File: src/rtl/dtree_pkg.sv
`default_nettype none
// ============================================================================
// Module      : dtree_pkg
// Description : Shared types and constants for the decision-tree sequencer.
//               Node word layout (MSB..LSB):
//                 {child_flags[2], one_pos[FEATURES],
//                  coeff[FEATURES-2] .. coeff[0], bias[BIAS_BIT_DEPTH]}
//               coeff[0] sits directly above the bias field.
// Revision    : 1.0 - initial release
// ============================================================================
package dtree_pkg;

    typedef enum logic [2:0] {
        ST_IDLE  = 3'd0,
        ST_FETCH = 3'd1,
        ST_EVAL  = 3'd2,
        ST_WAIT  = 3'd3,
        ST_DONE  = 3'd4
    } state_t;

    // child_flags encodings: bit1 = left child exists, bit0 = right child exists
    localparam logic [1:0] C_FLAGS_NONE  = 2'b00;
    localparam logic [1:0] C_FLAGS_LEFT  = 2'b10;
    localparam logic [1:0] C_FLAGS_RIGHT = 2'b01;
    localparam logic [1:0] C_FLAGS_BOTH  = 2'b11;

    function automatic int f_word_w(input int features, input int coeff_w, input int bias_w);
        return 2 + features + (features - 1) * coeff_w + bias_w;
    endfunction

    function automatic int f_bias_lsb();
        return 0;
    endfunction

    function automatic int f_coeff_lsb(input int idx, input int coeff_w, input int bias_w);
        return bias_w + idx * coeff_w;
    endfunction

    function automatic int f_one_lsb(input int features, input int coeff_w, input int bias_w);
        return bias_w + (features - 1) * coeff_w;
    endfunction

    function automatic int f_flags_lsb(input int features, input int coeff_w, input int bias_w);
        return f_one_lsb(features, coeff_w, bias_w) + features;
    endfunction

    // A decision may descend only into a child the node actually has.
    function automatic logic f_child_valid(input logic [1:0] flags, input logic dir);
        logic v;
        v = 1'b0;
        case (flags)
            C_FLAGS_LEFT:  v = !dir;
            C_FLAGS_RIGHT: v = dir;
            C_FLAGS_BOTH:  v = 1'b1;
            default:       v = 1'b0;
        endcase
        return v;
    endfunction

endpackage
`default_nettype wire

File: src/rtl/dtree_sequencer_node_memory.sv
`default_nettype none
// ============================================================================
// Module      : node_memory
// Description : Single-clock node RAM, one synchronous read port and one
//               write port. A read and write to the same address in the same
//               cycle returns the previous contents. Read data holds while
//               i_re is low. No reset: contents survive sequencer reset.
// Ports       : clk; i_we/i_waddr/i_wdata write port;
//               i_re/i_raddr read request; o_rdata registered read data.
// Revision    : 1.0 - initial release
// ============================================================================
module node_memory #(
    parameter int DEPTH = 14,
    parameter int WIDTH = 23,
    parameter int AW    = 4
) (
    input  logic             clk,
    input  logic             i_we,
    input  logic [AW-1:0]    i_waddr,
    input  logic [WIDTH-1:0] i_wdata,
    input  logic             i_re,
    input  logic [AW-1:0]    i_raddr,
    output logic [WIDTH-1:0] o_rdata
);

    logic [WIDTH-1:0] r_mem [DEPTH];
    logic [WIDTH-1:0] r_rdata;

    // Addresses past the last node are silently dropped.
    always_ff @(posedge clk) begin
        if (i_we && ({1'b0, i_waddr} < (AW+1)'(DEPTH))) begin
            r_mem[i_waddr] <= i_wdata;
        end
        if (i_re) begin
            r_rdata <= r_mem[i_raddr];
        end
    end

    assign o_rdata = r_rdata;

endmodule
`default_nettype wire

File: src/rtl/dtree_sequencer.sv
`default_nettype none
// ============================================================================
// Module      : dtree_sequencer
// Description : Walks a per-channel oblique decision tree held in node RAM.
//               Per node: FETCH (RAM read), FEATURES EVAL slots driving the
//               MAC datapath, WAIT for the sign decision. Emits the path as a
//               left-aligned label through a valid/ready handshake.
// Ports       : clk, reset (sync, active low)
//               in_valid/in_channel/ready     spike input handshake
//               dir_valid/child_direction     datapath decision
//               node_valid/load_bias/mult/is_one/is_zero/coeff/bias  MAC ctrl
//               out_valid/out_ready/out_label/out_level/out_channel  result
//               cfg_we/cfg_addr/cfg_data      run-time node RAM writes
// Revision    : 1.0 - initial release
// ============================================================================
module dtree_sequencer
    import dtree_pkg::*;
#(
    parameter int FEATURES        = 3,
    parameter int COEFF_BIT_DEPTH = 4,
    parameter int BIAS_BIT_DEPTH  = 10,
    parameter int TREE_DEPTH      = 3,
    parameter int CHANNEL_COUNT   = 2,
    localparam int NODES  = (2 ** TREE_DEPTH) - 1,
    localparam int CHW    = (CHANNEL_COUNT > 1) ? $clog2(CHANNEL_COUNT) : 1,
    localparam int WORD_W = f_word_w(FEATURES, COEFF_BIT_DEPTH, BIAS_BIT_DEPTH),
    localparam int AW     = (NODES * CHANNEL_COUNT > 1) ? $clog2(NODES * CHANNEL_COUNT) : 1,
    localparam int LW     = $clog2(TREE_DEPTH + 1)
) (
    input  logic                       clk,
    input  logic                       reset,
    input  logic                       in_valid,
    input  logic [CHW-1:0]             in_channel,
    output logic                       ready,
    input  logic                       dir_valid,
    input  logic                       child_direction,
    output logic                       node_valid,
    output logic                       load_bias,
    output logic                       mult,
    output logic                       is_one,
    output logic                       is_zero,
    output logic [COEFF_BIT_DEPTH-1:0] coeff,
    output logic [BIAS_BIT_DEPTH-1:0]  bias,
    output logic                       out_valid,
    input  logic                       out_ready,
    output logic [TREE_DEPTH-1:0]      out_label,
    output logic [LW-1:0]              out_level,
    output logic [CHW-1:0]             out_channel,
    input  logic                       cfg_we,
    input  logic [AW-1:0]              cfg_addr,
    input  logic [WORD_W-1:0]          cfg_data
);

    localparam int NW   = $clog2(NODES + 1);
    localparam int KW   = $clog2(FEATURES);
    localparam int CSEL = 2 ** KW;

    state_t                r_state;
    state_t                w_state_next;
    logic [CHW-1:0]        r_channel;
    logic [NW-1:0]         r_node;
    logic [LW-1:0]         r_depth;
    logic [TREE_DEPTH-1:0] r_path;
    logic [KW-1:0]         r_k;
    logic [KW-1:0]         r_ci;
    logic [TREE_DEPTH-1:0] r_label;
    logic [LW-1:0]         r_level;

    logic [WORD_W-1:0]          w_rdata;
    logic [AW-1:0]              w_rd_addr;
    logic [1:0]                 w_flags;
    logic [FEATURES-1:0]        w_one_pos;
    logic [BIAS_BIT_DEPTH-1:0]  w_bias;
    logic [COEFF_BIT_DEPTH-1:0] w_coeffs [CSEL];
    logic [COEFF_BIT_DEPTH-1:0] w_coeff;
    logic [KW-1:0]              w_one_idx;
    logic                       w_is_one;
    logic                       w_descend;
    logic [TREE_DEPTH-1:0]      w_path_next;
    logic [LW-1:0]              w_shift;
    logic [TREE_DEPTH-1:0]      w_label;

    // ------------------------------------------------------------------
    // Node RAM
    // ------------------------------------------------------------------
    assign w_rd_addr = AW'(r_channel) * AW'(NODES) + AW'(r_node);

    node_memory #(
        .DEPTH (NODES * CHANNEL_COUNT),
        .WIDTH (WORD_W),
        .AW    (AW)
    ) u_node_memory (
        .clk     (clk),
        .i_we    (cfg_we),
        .i_waddr (cfg_addr),
        .i_wdata (cfg_data),
        .i_re    (r_state == ST_FETCH),
        .i_raddr (w_rd_addr),
        .o_rdata (w_rdata)
    );

    // ------------------------------------------------------------------
    // Node word fields
    // ------------------------------------------------------------------
    assign w_flags   = w_rdata[f_flags_lsb(FEATURES, COEFF_BIT_DEPTH, BIAS_BIT_DEPTH) +: 2];
    assign w_one_pos = w_rdata[f_one_lsb(FEATURES, COEFF_BIT_DEPTH, BIAS_BIT_DEPTH) +: FEATURES];
    assign w_bias    = w_rdata[f_bias_lsb() +: BIAS_BIT_DEPTH];

    // Coefficient table padded to a power of two; the pad entries read as
    // zero, so a node with no unit-weight feature skips its last slot.
    for (genvar gi = 0; gi < CSEL; gi++) begin : g_coeff
        if (gi < FEATURES - 1) begin : g_stored
            assign w_coeffs[gi] =
                w_rdata[f_coeff_lsb(gi, COEFF_BIT_DEPTH, BIAS_BIT_DEPTH) +: COEFF_BIT_DEPTH];
        end else begin : g_pad
            assign w_coeffs[gi] = '0;
        end
    end

    assign w_coeff   = w_coeffs[r_ci];
    assign w_one_idx = KW'(FEATURES - 1) - r_k;
    assign w_is_one  = w_one_pos[w_one_idx];

    // ------------------------------------------------------------------
    // Decision bookkeeping
    // ------------------------------------------------------------------
    assign w_descend   = f_child_valid(w_flags, child_direction)
                         && (r_depth < LW'(TREE_DEPTH - 1));
    assign w_path_next = TREE_DEPTH'({r_path, child_direction});
    // Left-align the r_depth+1 path bits taken so far.
    assign w_shift     = LW'(TREE_DEPTH - 1) - r_depth;
    assign w_label     = w_path_next << w_shift;

    // ------------------------------------------------------------------
    // State and datapath registers
    // ------------------------------------------------------------------
    always_ff @(posedge clk) begin
        if (!reset) begin
            r_state   <= ST_IDLE;
            r_channel <= '0;
            r_node    <= '0;
            r_depth   <= '0;
            r_path    <= '0;
            r_k       <= '0;
            r_ci      <= '0;
            r_label   <= '0;
            r_level   <= '0;
        end else begin
            r_state <= w_state_next;
            case (r_state)
                ST_IDLE: begin
                    if (in_valid) begin
                        r_channel <= in_channel;
                        r_node    <= '0;
                        r_depth   <= '0;
                        r_path    <= '0;
                    end
                end
                ST_FETCH: begin
                    r_k  <= '0;
                    r_ci <= '0;
                end
                ST_EVAL: begin
                    r_k <= r_k + KW'(1);
                    if (!w_is_one) begin
                        r_ci <= r_ci + KW'(1);
                    end
                end
                ST_WAIT: begin
                    if (dir_valid) begin
                        if (w_descend) begin
                            r_node  <= (r_node << 1) + NW'(1) + NW'(child_direction);
                            r_path  <= w_path_next;
                            r_depth <= r_depth + LW'(1);
                        end else begin
                            r_label <= w_label;
                            r_level <= r_depth + LW'(1);
                        end
                    end
                end
                default: ;
            endcase
        end
    end

    // ------------------------------------------------------------------
    // Next state and outputs
    // ------------------------------------------------------------------
    always_comb begin
        w_state_next = r_state;
        ready        = 1'b0;
        node_valid   = 1'b0;
        load_bias    = 1'b0;
        mult         = 1'b0;
        is_one       = 1'b0;
        is_zero      = 1'b0;
        coeff        = '0;
        bias         = '0;
        out_valid    = 1'b0;

        case (r_state)
            ST_IDLE: begin
                // Gated by reset so the block never advertises readiness
                // while it is being held in reset.
                ready = reset;
                if (in_valid) begin
                    w_state_next = ST_FETCH;
                end
            end
            ST_FETCH: begin
                w_state_next = ST_EVAL;
            end
            ST_EVAL: begin
                node_valid = 1'b1;
                load_bias  = (r_k == '0);
                is_one     = w_is_one;
                is_zero    = !w_is_one && (w_coeff == '0);
                mult       = !w_is_one && (w_coeff != '0);
                coeff      = w_coeff;
                bias       = w_bias;
                if (r_k == KW'(FEATURES - 1)) begin
                    w_state_next = ST_WAIT;
                end
            end
            ST_WAIT: begin
                if (dir_valid) begin
                    w_state_next = w_descend ? ST_FETCH : ST_DONE;
                end
            end
            ST_DONE: begin
                out_valid = 1'b1;
                if (out_ready) begin
                    w_state_next = ST_IDLE;
                end
            end
            default: begin
                w_state_next = ST_IDLE;
            end
        endcase
    end

    assign out_label   = r_label;
    assign out_level   = r_level;
    assign out_channel = r_channel;

endmodule
`default_nettype wire

File: config.mk
export PLATFORM = sky130hd
export DESIGN_NAME = dtree_sequencer
export DESIGN_NICKNAME = d
export VERILOG_FILES = /design/src/rtl/dtree_pkg.sv /design/src/rtl/dtree_sequencer_node_memory.sv /design/src/rtl/dtree_sequencer.sv
export SDC_FILE = /design/constraint.sdc
export NUM_CORES = 1
export LEC_CHECK = 0
export BUFFER_PORTS_ARGS = -buffer_cell sky130_fd_sc_hd__buf_2
export CORE_MARGIN = 2
export CORE_UTILIZATION = 30
export DETAILED_ROUTE_END_ITERATION = 8
export SETUP_SLACK_MARGIN = 0.15
export SLEW_MARGIN = 10
export SYNTH_ARGS = -nofsm -noshare
export SYNTH_HDL_FRONTEND = slang
export SYNTH_SLANG_ARGS = --single-unit
File: constraint.sdc
create_clock -name clk -period 9 [get_ports clk]
set_clock_uncertainty 0.15 [all_clocks]
set_input_delay 0.9 -clock clk [delete_from_list [all_inputs] [get_ports clk]]
set_output_delay 0.9 -clock clk [all_outputs]
set_load 0.03 [all_outputs]
==> results.toml <==
[synth]
netlist_area_mm2 = 0.0143
synth_top_cell_area_share_pct = 72.6
synth_seq_area_share_pct = 75.4
synthArstFlopShare_pct = 0
yosys_register_bits = 365
synthCells = 716
yosys.area.top_type = "edfxtp_1"
synthDistinctLibCells = 51
synth-edff-count = 345
syn_nets = 759
syn_area_per_cell_um2 = 19.9
yosys_warnings = 0
synth_area_leaders = "edfxtp_1, mux4_2, dfxtp_1, mux2i_1, o221a_2"
synthFlopType = "edfxtp_1"

[setup_path]
r2r_end = "u_node_memory.o_rdata[3]"
worstPathCellList = "or3b_2, inv_1, o211ai_4, nor4_1, buf_2"
worstSetupPathType = "reg2out"
critical_path_arrival_ns = 2.90
critPathCaptureType = "output port"
r2r.worst_path.cells = 6
reg2reg_slack_ns = 5.47
cpMaxStageDelayCell = "inv_1"
cp_max_fo = 15
cp.required_ns = 7.95
cp_slowest_stage_delay_ns = 0.64
cp-start-kind = "register"
reg2reg_from = "out_channel"

[pwr]
p_leak_nw = 5.22
power_density_mw_per_mm2 = 217
peakVddDrop_mv = 0.124

[cells_and_area]
fin_nets = 837
drive_gt1_share_pct = 30.6
utilization_pct = 35.2
area_delta_synth_final_pct = 15.4
fin_area_mm2 = 0.0165

[sta]
rsz0062_at_grt = "false"
hold_violations = 0
worst_slew_pin_slew_ns = 1.11
drv_slew = 0
holdWs_ns = 0.337
slew_headroom_pct = 26.0
worst_slack_ns = 5.05
fmax_ghz = 0.253
timing.final.crit_share_pct = 43.9
report.final.setup_viol = 0
fin_crit_ns = 3.95
fin_tns_setup_ns = 0

[clock_network]
clk_pin_slew_ns = 0.06
cts_sinks = 365
clk_path_buf_depth = 3
post_cts_buffers = 0
cts_resized = 0
cts_tree = "built"
cts_root_buf = "clkbuf_16"
clk_latency_ns = 0.52
htreeDepth = 2
cts_made_buffers = 36
cts_hold_buf = 0

[floorplan]
die_w_um = 222
die_height_um = 222
ios = 62
start_util_pct = 30.5
dieArea_mm2 = 0.0493
row_count = 79
design.core.area_mm2 = 0.0468

[min_path]
hold_depth = 2
min_from = "r_node[2]"
hp-class = "reg2reg"
hold_end = "r_node[2]"

[grt]
grt_pass1_wl_um = 46800
grt_use_total_pct = 12.8
overflow = 0
antenna_found_initial = 3
grt_max_degree = 70
grt_pass1_vias = 7230

[placement]
dpl_worst_slack_ns = 5.32
port_buffers = 61
place.gp.congestion = 0.726
place_area_mm2 = 0.0153
dp_hpwl_um = 16100

[drt]
vias = 7050
dr.first_iter.drc_count = 651
postRouteAntennaNets = 0
routed_wl_um = 31300
route.detailed.drc = 0
vias_per_cell = 4.94
drt-wirelength-per-cell_um = 22.0
dr.pass1.iters = 5

[status]
status = "completed"

[flow_run]
cap_violations = 0
routing by layer:
layer,vias to the layer above,share of wire (%),track usage [%],routed length [um]
met5,-,0.067,0,21
met4,4,1.7,3.16,529
met3,46,6.2,2.62,1950
met2,230,47,19.9,14600
met1,3670,45,18.3,14200
li1,3100,-,-,-
cell usage after synthesis (all sizes together), types with 2 or more instances:
| cell type | instances |
|---|---|
| o211ai | 24 |
| mux2i | 37 |
| clkbuf | 17 |
| a21oi | 7 |
| edfxtp | 345 |
| dfxtp | 20 |
| o221a | 24 |
| mux2 | 2 |
| nand2 | 30 |
| ha | 7 |
| buf | 24 |
| nand4b | 2 |
| and2 | 15 |
| nor3 | 12 |
| xnor2 | 2 |
| nand3 | 6 |
| or3b | 2 |
| or4 | 2 |
| mux4 | 69 |
| nand2b | 5 |
| nand3b | 3 |
| o211a | 2 |
| inv | 8 |
| a2bb2oi | 2 |
| nor2 | 31 |
worst max-delay path: cells and delay by family (launching register included):
family | cells | cell delay, ns
AOI/OAI and AO/OA | 1 | 0.19
buffers and inverters | 2 | 0.89
DFF | 1 | 0.52
and+or+nand+nor | 2 | 0.79
power by group:
group	switching (mW)	internal [mW]	total [mW]
clock	0.615	0.821	1.44
sequential	0.0146	1.90	1.92
combinational	0.131	0.0894	0.220
worst max-delay path by stage:
stage	end	from	slack (ns)
after floorplan	u_node_memory.r_mem[0][0]	cfg_addr[3]	5.40
after global placement	u_node_memory.o_rdata[3]	out_channel	5.36
after detailed placement	u_node_memory.o_rdata[3]	out_channel	5.32
after CTS	mult	r_state[1]	5.00
after global routing	mult	r_state[1]	4.88
final	mult	r_state[1]	5.05
logic make-up after synthesis:
group	share of synthesized area, %
adders and majority gates	0.754
and+or+nand+nor	4.07
AOI/OAI and AO/OA	4.23
muxes	13.7
xor gates and xnor gates	0.184
buffers and inverters	1.66
DFF	75.4
layout by cell type, fill, tap and decap left out, drive strengths merged, types with 2 or more instances in the layout:
master and instances:
a21oi 7, a2bb2oi 2, and2 15, buf 81, bufinv 3, clkbuf 40
clkinv 15, clkinvlp 3, dfxtp 20, edfxtp 345, ha 7, inv 9
mux2 2, mux2i 37, mux4 69, nand2 30, nand2b 5, nand3 6
nand3b 3, nand4b 2, nor2 31, nor3 12, o211a 2, o211ai 24
o221a 24, or3b 2, or4 2, xnor2 2
state kept, by name, summed over array words and instances, names as in the netlist:
register and cells:
u_node_memory.r_mem 322, u_node_memory.o_rdata 23, out_label 3, r_node 3
r_state 3, out_level 2, r_ci 2, r_depth 2
r_k 2, r_path 2, out_channel 1
final cells by class:
type	count	area [um2]
sequential	365	10800
inverter	8	30.0
antenna	1	2.50
clock buffer	40	916
multi-input combinational	302	3340
fill	4364	30300
clock inverter	22	198
timing repair buffer	81	455
tap	607	759
stage by stage:
stage | power (mW) | std cells
floorplan | 2.10 | 716
global placement | 2.17 | 1363
detailed placement | 2.18 | 1363
CTS | 3.61 | 1425
global route | 3.70 | 1425
finish | 3.57 | 1426
(Power assumes the default switching activity.)
